**config.mk**
```make
export PLATFORM = sky130hd
export DESIGN_NAME = day_counter_flat
export DESIGN_NICKNAME = d
export VERILOG_FILES = /design/src/rtl/clock_cal_pkg.sv /design/src/rtl/day_counter_if.sv /design/src/rtl/days_in_month.sv /design/src/rtl/day_counter.sv /design/src/flat_wrapper.sv
export SDC_FILE = /design/constraint.sdc
export NUM_CORES = 1
export LEC_CHECK = 0
export ABC_CLOCK_PERIOD_IN_PS = 2300
export BUFFER_PORTS_ARGS = -buffer_cell sky130_fd_sc_hd__buf_2
export CELL_PAD_IN_SITES_DETAIL_PLACEMENT = 1
export CELL_PAD_IN_SITES_GLOBAL_PLACEMENT = 1
export CORE_MARGIN = 2
export CORE_UTILIZATION = 38
export DETAILED_ROUTE_END_ITERATION = 16
export PLACE_DENSITY_LB_ADDON = 0.1
export RECOVER_POWER = 50
export SYNTH_ARGS = -nofsm -noshare
export SYNTH_HDL_FRONTEND = slang
export SYNTH_SLANG_ARGS = --single-unit
```
**constraint.sdc**
```tcl
create_clock -name clk -period 2.3 [get_ports clk]
set_input_delay 0.115 -clock clk [delete_from_list [all_inputs] [get_ports clk]]
set_output_delay 0.115 -clock clk [all_outputs]
set_load 0.02 [all_outputs]
```
**src/rtl/clock_cal_pkg.sv**
```systemverilog
// rtl/clock_cal_pkg.sv - shared BCD widths, month codes, day lengths and BCD step helpers for the calendar chain
package clock_cal_pkg;

  localparam int ONES_W  = 4;
  localparam int DTENS_W = 2;
  localparam int MTENS_W = 2;

  typedef logic [DTENS_W+ONES_W-1:0] bcd6_t;

  // {tens, ones} packed BCD, so the hex literal reads as the decimal value
  localparam bcd6_t MON_JAN = 6'h01;
  localparam bcd6_t MON_FEB = 6'h02;
  localparam bcd6_t MON_MAR = 6'h03;
  localparam bcd6_t MON_APR = 6'h04;
  localparam bcd6_t MON_MAY = 6'h05;
  localparam bcd6_t MON_JUN = 6'h06;
  localparam bcd6_t MON_JUL = 6'h07;
  localparam bcd6_t MON_AUG = 6'h08;
  localparam bcd6_t MON_SEP = 6'h09;
  localparam bcd6_t MON_OCT = 6'h10;
  localparam bcd6_t MON_NOV = 6'h11;
  localparam bcd6_t MON_DEC = 6'h12;

  localparam bcd6_t DAY_01  = 6'h01;
  localparam bcd6_t DAYS_28 = 6'h28;
  localparam bcd6_t DAYS_29 = 6'h29;
  localparam bcd6_t DAYS_30 = 6'h30;
  localparam bcd6_t DAYS_31 = 6'h31;

  function automatic bcd6_t bcd_inc(input bcd6_t v);
    if (v[ONES_W-1:0] == 4'd9)
      return {v[5:4] + 2'd1, 4'd0};
    else
      return {v[5:4], v[ONES_W-1:0] + 4'd1};
  endfunction

  function automatic bcd6_t bcd_dec(input bcd6_t v);
    if (v[ONES_W-1:0] == 4'd0)
      return {v[5:4] - 2'd1, 4'd9};
    else
      return {v[5:4], v[ONES_W-1:0] - 4'd1};
  endfunction

endpackage

```
**src/rtl/day_counter_if.sv**
```systemverilog
// rtl/day_counter_if.sv - day stage control/month/day signal bundle; leap_year exists only with DAY_COUNTER_LEAP_YEAR_EN
interface day_counter_if;
  import clock_cal_pkg::*;

  logic               day_en;
  logic               set_mode;
  logic               incr;
  logic               dcr;
  logic [MTENS_W-1:0] month_tens;
  logic [ONES_W-1:0]  month_ones;
`ifdef DAY_COUNTER_LEAP_YEAR_EN
  logic               leap_year;
`endif
  logic [DTENS_W-1:0] day_tens;
  logic [ONES_W-1:0]  day_ones;
  logic               month_en;

`ifdef DAY_COUNTER_LEAP_YEAR_EN
  modport master (output day_en, set_mode, incr, dcr, month_tens, month_ones, leap_year,
                  input  day_tens, day_ones, month_en);
  modport slave  (input  day_en, set_mode, incr, dcr, month_tens, month_ones, leap_year,
                  output day_tens, day_ones, month_en);
`else
  modport master (output day_en, set_mode, incr, dcr, month_tens, month_ones,
                  input  day_tens, day_ones, month_en);
  modport slave  (input  day_en, set_mode, incr, dcr, month_tens, month_ones,
                  output day_tens, day_ones, month_en);
`endif

endinterface

```
**src/rtl/days_in_month.sv**
```systemverilog
// rtl/days_in_month.sv - combinational BCD month (+leap) to BCD month length; illegal month codes give 31
module days_in_month
  import clock_cal_pkg::*;
(
  input  logic [MTENS_W-1:0] i_month_tens,
  input  logic [ONES_W-1:0]  i_month_ones,
  input  logic               i_leap_year,
  output bcd6_t              o_max_day
);

  always_comb begin
    o_max_day = DAYS_31;
    case ({i_month_tens, i_month_ones})
      MON_FEB:                            o_max_day = i_leap_year ? DAYS_29 : DAYS_28;
      MON_APR, MON_JUN, MON_SEP, MON_NOV: o_max_day = DAYS_30;
      default:                            o_max_day = DAYS_31;
    endcase
  end

endmodule

```
**src/rtl/day_counter.sv**
```systemverilog
// rtl/day_counter.sv - BCD day-of-month counter with month carry and manual set; DAY_COUNTER_LEAP_YEAR_EN enables leap February
module day_counter
  import clock_cal_pkg::*;
#(
  parameter int RESET_DAY = 1
)
(
  input  logic          clk,
  input  logic          rst_n,
  day_counter_if.slave  bus
);

  localparam bcd6_t RESET_BCD = {2'(RESET_DAY / 10), 4'(RESET_DAY % 10)};

  bcd6_t r_day;
  logic  r_month_en;
  bcd6_t w_max_day;
  logic  w_leap;
  logic  w_clamp;

`ifdef DAY_COUNTER_LEAP_YEAR_EN
  assign w_leap = bus.leap_year;
`else
  assign w_leap = 1'b0;
`endif

  days_in_month u_days_in_month (
    .i_month_tens (bus.month_tens),
    .i_month_ones (bus.month_ones),
    .i_leap_year  (w_leap),
    .o_max_day    (w_max_day)
  );

  // Packed BCD orders like binary, so a plain compare detects an over-long day
  assign w_clamp = (r_day > w_max_day);

  always_ff @(posedge clk or negedge rst_n) begin
    if (!rst_n) begin
      r_day      <= RESET_BCD;
      r_month_en <= 1'b0;
    end else begin
      r_month_en <= 1'b0;
      if (w_clamp) begin
        r_day <= w_max_day;
      end else if (!bus.set_mode) begin
        if (bus.day_en) begin
          if (r_day == w_max_day) begin
            r_day      <= DAY_01;
            r_month_en <= 1'b1;
          end else begin
            r_day <= bcd_inc(r_day);
          end
        end
      end else if (bus.incr && !bus.dcr) begin
        r_day <= (r_day == w_max_day) ? DAY_01 : bcd_inc(r_day);
      end else if (bus.dcr && !bus.incr) begin
        r_day <= (r_day == DAY_01) ? w_max_day : bcd_dec(r_day);
      end
    end
  end

  assign bus.day_tens = r_day[5:4];
  assign bus.day_ones = r_day[ONES_W-1:0];
  assign bus.month_en = r_month_en;

endmodule

```
**src/flat_wrapper.sv**
```systemverilog
// flat-port wrapper written by rule: the top's interface ports become plain ports
module day_counter_flat import clock_cal_pkg::*;
#(
  parameter int RESET_DAY = 1
)
  (clk, rst_n, bus_day_en, bus_set_mode, bus_incr, bus_dcr, bus_month_tens, bus_month_ones, bus_day_tens, bus_day_ones, bus_month_en);
  day_counter_if bus_i ();
  input  logic clk;
  input  logic rst_n;
  input wire logic [$bits(bus_i.day_en)-1:0] bus_day_en;
  input wire logic [$bits(bus_i.set_mode)-1:0] bus_set_mode;
  input wire logic [$bits(bus_i.incr)-1:0] bus_incr;
  input wire logic [$bits(bus_i.dcr)-1:0] bus_dcr;
  input wire logic [$bits(bus_i.month_tens)-1:0] bus_month_tens;
  input wire logic [$bits(bus_i.month_ones)-1:0] bus_month_ones;
  output wire logic [$bits(bus_i.day_tens)-1:0] bus_day_tens;
  output wire logic [$bits(bus_i.day_ones)-1:0] bus_day_ones;
  output wire logic [$bits(bus_i.month_en)-1:0] bus_month_en;
  assign bus_i.day_en = bus_day_en;
  assign bus_i.set_mode = bus_set_mode;
  assign bus_i.incr = bus_incr;
  assign bus_i.dcr = bus_dcr;
  assign bus_i.month_tens = bus_month_tens;
  assign bus_i.month_ones = bus_month_ones;
  assign bus_day_tens = bus_i.day_tens;
  assign bus_day_ones = bus_i.day_ones;
  assign bus_month_en = bus_i.month_en;
  day_counter #(.RESET_DAY(RESET_DAY)) u_core (.clk(clk), .rst_n(rst_n), .bus(bus_i));
endmodule
```
Yosys cells after proc, flatten, opt, wreduce, memory -nomap -nowiden
Cells that the tools add are included.
{"block": "totals", "register_bits": 7, "latchBits": 0, "ram_bits": 0, "rom_bits": 0, "in_bits": 12, "word_cells": 41, "memories": 0}
{"block": "op_classes", "n_addsub": 4, "multipliers": 0, "n_div": 0, "magnitude_cmp": 1, "n_eq_ne": 10, "n_shift": 0, "n_mux": 14, "bitwise_logic": 0, "n_reduce_logical": 9}
{"operator": "$mux W6", "count": 9}
{"operator": "$eq A6 B3 Y1 const B", "count": 2}
{"operator": "$pmux W5 S2", "count": 1}
{"operator": "$eq A6 B1 Y1 const B", "count": 1}
{"operator": "$eq A6 B2 Y1 const B", "count": 1}
{"operator": "$eq A6 B4 Y1 const B", "count": 1}
{"operator": "$eq A6 B5 Y1 const B", "count": 1}
{"operator": "$eq A6 B6 Y1", "count": 1}
{"operator": "$gt A6 B6 Y1", "count": 1}
{"operator": "$ne A5 B1 Y1 const B", "count": 1}
{"operator": "$add A4 B1 Y4 const B", "count": 1}
{"operator": "$eq A4 B4 Y1 const B", "count": 1}
{"operator": "$logic_not A4 Y1", "count": 1}
{"operator": "$mux W1", "count": 4}
{"operator": "$ne A4 B1 Y1 const B", "count": 1}
{"operator": "$reduce_or A4 Y1", "count": 1}
{"operator": "$sub A4 B1 Y4 const B", "count": 1}
{"operator": "$reduce_and A3 Y1", "count": 1}
{"operator": "$reduce_bool A3 Y1", "count": 1}
{"operator": "$add A2 B1 Y2 const B", "count": 1}
{"operator": "$logic_and A1 B1 Y1", "count": 2}
{"operator": "$logic_not A1 Y1", "count": 2}
{"operator": "$reduce_and A2 Y1", "count": 1}
{"operator": "$sub A2 B1 Y2 const B", "count": 1}

Longest topological paths before layout
{"block": "logic_depth", "word_depth": 8, "mapped_depth": 10}

Cells and area by module
Synthesis repeated with hierarchy kept, for this count alone.
{"block": "unflattened", "hier_cells": 116, "area_unflattened_um2": 940.9}
{"mod": "day_counter", "instances": 1, "cells_per_inst": 101, "area_per_inst_um2": 852.1}
{"mod": "days_in_month", "instances": 1, "cells_per_inst": 15, "area_per_inst_um2": 88.8}

Worst setup path after synthesis
No wires, ideal clock.
{"block": "synth_path", "path_kind": "input to register", "startpoint": "input bus_month_ones[0]", "endpoint": "register u_core.r_day[2]", "setup_ns": 0.067, "arrival_ns": 2.041, "setup_slack_ns": 0.192, "cell_stages": 10, "n_path_buf": 0, "path_cell_list": "nor3_1 > nor2b_1 > a31oi_1 > or2_2 > ha_1 > and4_4 > a22o_4 > o32a_1 > o2bb2ai_1 > and2_1"}
{"block": "synth_between", "elab_chain_len": 8, "elab_cells_between_ends": 17}
{"element": "start: declaration", "line_no": "flat_wrapper.sv:15", "text": "input wire logic [$bits(bus_i.month_ones)-1:0] bus_month_ones;"}
{"element": "$eq A6 B3 Y1, or another cell as far along", "line_no": "days_in_month.sv:13", "text": "case ({i_month_tens, i_month_ones})"}
{"element": "$reduce_or A4 Y1", "line_no": "days_in_month.sv:13"}
{"element": "$pmux W5 S2 *", "line_no": "days_in_month.sv:13"}
{"element": "branches (longest 5 deep; another with $gt A6 B6 Y1)"}
{"element": "end signal: assignment", "line_no": "day_counter.sv:44", "text": "r_day <= w_max_day;"}
{"element": "end signal: assignment", "line_no": "day_counter.sv:55", "text": "r_day <= (r_day == w_max_day) ? DAY_01 : bcd_inc(r_day);"}
{"element": "end signal: assignment", "line_no": "day_counter.sv:57", "text": "r_day <= (r_day == DAY_01) ? w_max_day : bcd_dec(r_day);"}
{"element": "end: declaration", "line_no": "day_counter.sv:15", "text": "bcd6_t r_day;"}
Mark *: on every way between the ends. The select of a mux whose other input is x is not followed.
A chain may end at the register's enable or synchronous reset.

Worst setup path in the final report
{"block": "layout_path", "startpoint": "register u_core.r_day[0]", "endpoint": "register u_core.r_day[2]"}
{"block": "layout_between", "elab_chain_len": 7, "elab_cells_between_ends": 19}
{"element": "start signal: assignment", "line_no": "day_counter.sv:44"}
{"element": "start signal: assignment", "line_no": "day_counter.sv:51", "text": "r_day <= bcd_inc(r_day);"}
{"element": "start signal: assignment", "line_no": "day_counter.sv:55"}
{"element": "$sub A4 B1 Y4 or $logic_not A4 Y1 (tied branches)", "line_no": "clock_cal_pkg.sv:41, clock_cal_pkg.sv:38"}
{"element": "$mux W6", "line_no": "clock_cal_pkg.sv:38", "text": "if (v[ONES_W-1:0] == 4'd0)"}
{"element": "$mux W6", "line_no": "day_counter.sv:57"}
{"element": "$mux W6", "line_no": "day_counter.sv:56", "text": "end else if (bus.dcr && !bus.incr) begin"}
{"element": "$mux W6", "line_no": "day_counter.sv:54", "text": "end else if (bus.incr && !bus.dcr) begin"}
{"element": "$mux W6", "line_no": "day_counter.sv:45", "text": "end else if (!bus.set_mode) begin"}
{"element": "$mux W6", "line_no": "day_counter.sv:43", "text": "if (w_clamp) begin"}
Several ways; a longest one is shown, not always the timed one. The select of a mux whose other input is x is not followed.

==> results.cfg <==
[floorplanning]
die_area_mm2 = 0.002491
die_w_um = 49.91
start_util = 0.4040
pin_count = 19
die_y_um = 49.91
rows = 16
core_mm2 = 0.001982

[routing]
drt_iter0_drc = 8
routed_wl_um = 2310
ant_nets = 0
wl_per_cell_um = 15.71
first_pass_iters = 5
drt-vias-per-instance = 5.823
drc = 0
routed-via-count = 856

[clock_tree]
clk_pin_slew_ns = 0.05
cts_root_buffer = clkbuf_4
cts_buffer_depth = 2
cts_hold_buf = 1
cts_tree = built
ctsResizeCount = 0
htreeDepth = 1
cts_buffers = 3
post_cts_buffers = 0
clock_latency_ns = 0.24
cts_sinks = 7

[final_layout]
post-route-util = 0.4861
nFillCells = 256
syn2layout_area_growth_pct = 20.31
layout-drive-gt1-share = 0.2417
diodes = 0
fin_nets = 140

[worst_hold_path]
worstHoldEndpoint = u_core.bus.month_en
hold_path.class = in -> reg
min_path_cells = 2
hp-start = bus_day_en

[global_routing]
grt_start_max_net_pins = 13
grtUsageTotal = 0.2097
grt_pass1_wl_um = 4043
grt.met1_usage = 0.2612
use_met3 = 0.02727
first_global_vias = 933
antenna_found_initial = 0
top_usage_layer = met2
gr-total-overflow = 0
met2_usage = 0.3489

[sta]
slew_headroom = 0.7163
fin_setup_tns_ns = 0
fin_crit_ns = 2.117
skew_ns = 0.0008734
max_freq_mhz = 472.3
finalSetupViolCount = 0
tightest_slew_ns = 0.4248
rsz0062_at_grt = false
drv_slew = 0
post-route-period-util = 0.9205
finalHoldViolCount = 0

[setup_path]
rr_startpoint = u_core.r_day[0]
cp.required_ns = 2.48
max_stage_delay_ns = 0.58
timing.rr.end = u_core.r_day[2]
crit_type = reg -> reg
crit_path_max_fanout = 8
crit_chain = inv_1, ha_1, and4_4, a22o_4, o32a_1, o2bb2ai_1, and2_1
crit_slowest_cell = dfstp_2
end_kind = flip-flop
r2r_setup_slack_ns = 0.18
arrival_ns = 2.29
crit_path_start_kind = flip-flop
crit_path_start = u_core.r_day[0]
r2r_cells = 7

[power]
power.density_mw_per_mm2 = 1238
peakVddDrop_uv = 454.5
power_leakage_uw = 0.0004419

[synth]
yosysTopAreaCellShare = 0.1875
synthesis.area_um2 = 800.8
async_flop_share = 1.000
syn_nets = 116
synth.distinct_cells = 43
synth_seq_area_share = 0.2203
yosysTopAreaCell = dfrtp_1
synth_common_cells = nor2_1 (10), inv_1 (8), ha_1 (7)
avgSynthCellArea_um2 = 8.255
synthTopCellsByArea = dfrtp_1 (19%), ha_1 (11%), nor2_1 (4.7%)
synth-edff-count = 0
syn_inst = 97
ys.flop_type = dfrtp_1
synth-seq-cells = 7
post-synth-top-count-cell = nor2_1
synth_warnings = 0

[placed_design]
dp_hpwl_um = 1933
gp_congestion = 0.8216
port_buffers = 18

[job]
drv_cap = 0

[status]
status = completed
## registers in the layout (all words and copies together), names as in the netlist
signal / flops
u_core.r_day: 6
u_core.bus.month_en: 1
## cells in the final DEF, fill, tap and decap left out, drive strengths merged, types with 2 or more instances in the layout
cell	n
nor3	2
buf	17
a31oi	2
a21boi	2
nor2	10
inv	8
nor2b	2
o211ai	4
mux2i	2
nand3	2
dfrtp	6
a311oi	2
ha	7
a21oi	5
nand2	6
o21ai	5
a211oi	2
clkbuf	8
and2	2
o22ai	3
## worst max-delay path by stage
stage | endpoint | slack [ns] | cells past startpoint
global route | u_core.r_day[1] | 0.05 | 7
floorplan | u_core.r_day[2] | 0.19 | 10
global placement | u_core.r_day[2] | 0.03 | 11
CTS | u_core.r_day[2] | 0.18 | 7
detailed placement | u_core.r_day[2] | 0.01 | 11
finish | u_core.r_day[2] | 0.18 | 7
## critical path, delay by kind of cell (launching register included)
| family | cells | cell delay, ns |
|---|---|---|
| adders and majority gates | 1 | 0.33 |
| DFF | 1 | 0.58 |
| buffers and inverters | 1 | 0.14 |
| AOI/OAI and AO/OA | 3 | 0.72 |
| and+or+nand+nor | 2 | 0.28 |
## where the power goes
part / internal, uW / switching, uW / leakage, uW
Sequential: 183 / 71.6 / 0.0000848
Combinational: 334 / 500 / 0.000342
Clock: 65.7 / 37.9 / 0.0000150
Total: 583 / 609 / 0.000442
## logic make-up after synthesis
logic type | synth area share
buf+inv | 0.05625
fa+ha+maj | 0.1094
xor+xnor | 0.02188
flops | 0.2203
mux | 0.02500
compound gates | 0.3328
simple gates | 0.2344
## area by class of cell
type | instances | area (um2) | share of cell area
Tap cell | 27 | 33.78 | 0.03506
Clock buffer | 4 | 26.28 | 0.02727
Sequential cell | 7 | 176.4 | 0.1831
Inverter | 8 | 30.03 | 0.03117
Timing Repair Buffer | 22 | 117.6 | 0.1221
Multi-Input combinational cell | 79 | 579.3 | 0.6013
## layer usage
metal	wire length, um	part of all wire
met5	0	0
met4	56	0.024
met3	74	0.032
met2	1102	0.48
met1	1077	0.47
## metrics by stage
stage,power (uW),instance area [um2],instances,worst slack [ns],hold slack [ns]
floorplan,831.9,800.8,97,0.1922,-0.1806
global placement,1078,932.1,142,0.03099,-0.05370
detailed placement,1098,932.1,142,0.01102,-0.05012
CTS,1206,968.4,147,0.1800,0.1743
global route,1319,963.4,147,0.04592,0.1940
finish,1192,963.4,147,0.1829,0.1794
Note: power is estimated with default switching activity, not from simulation.
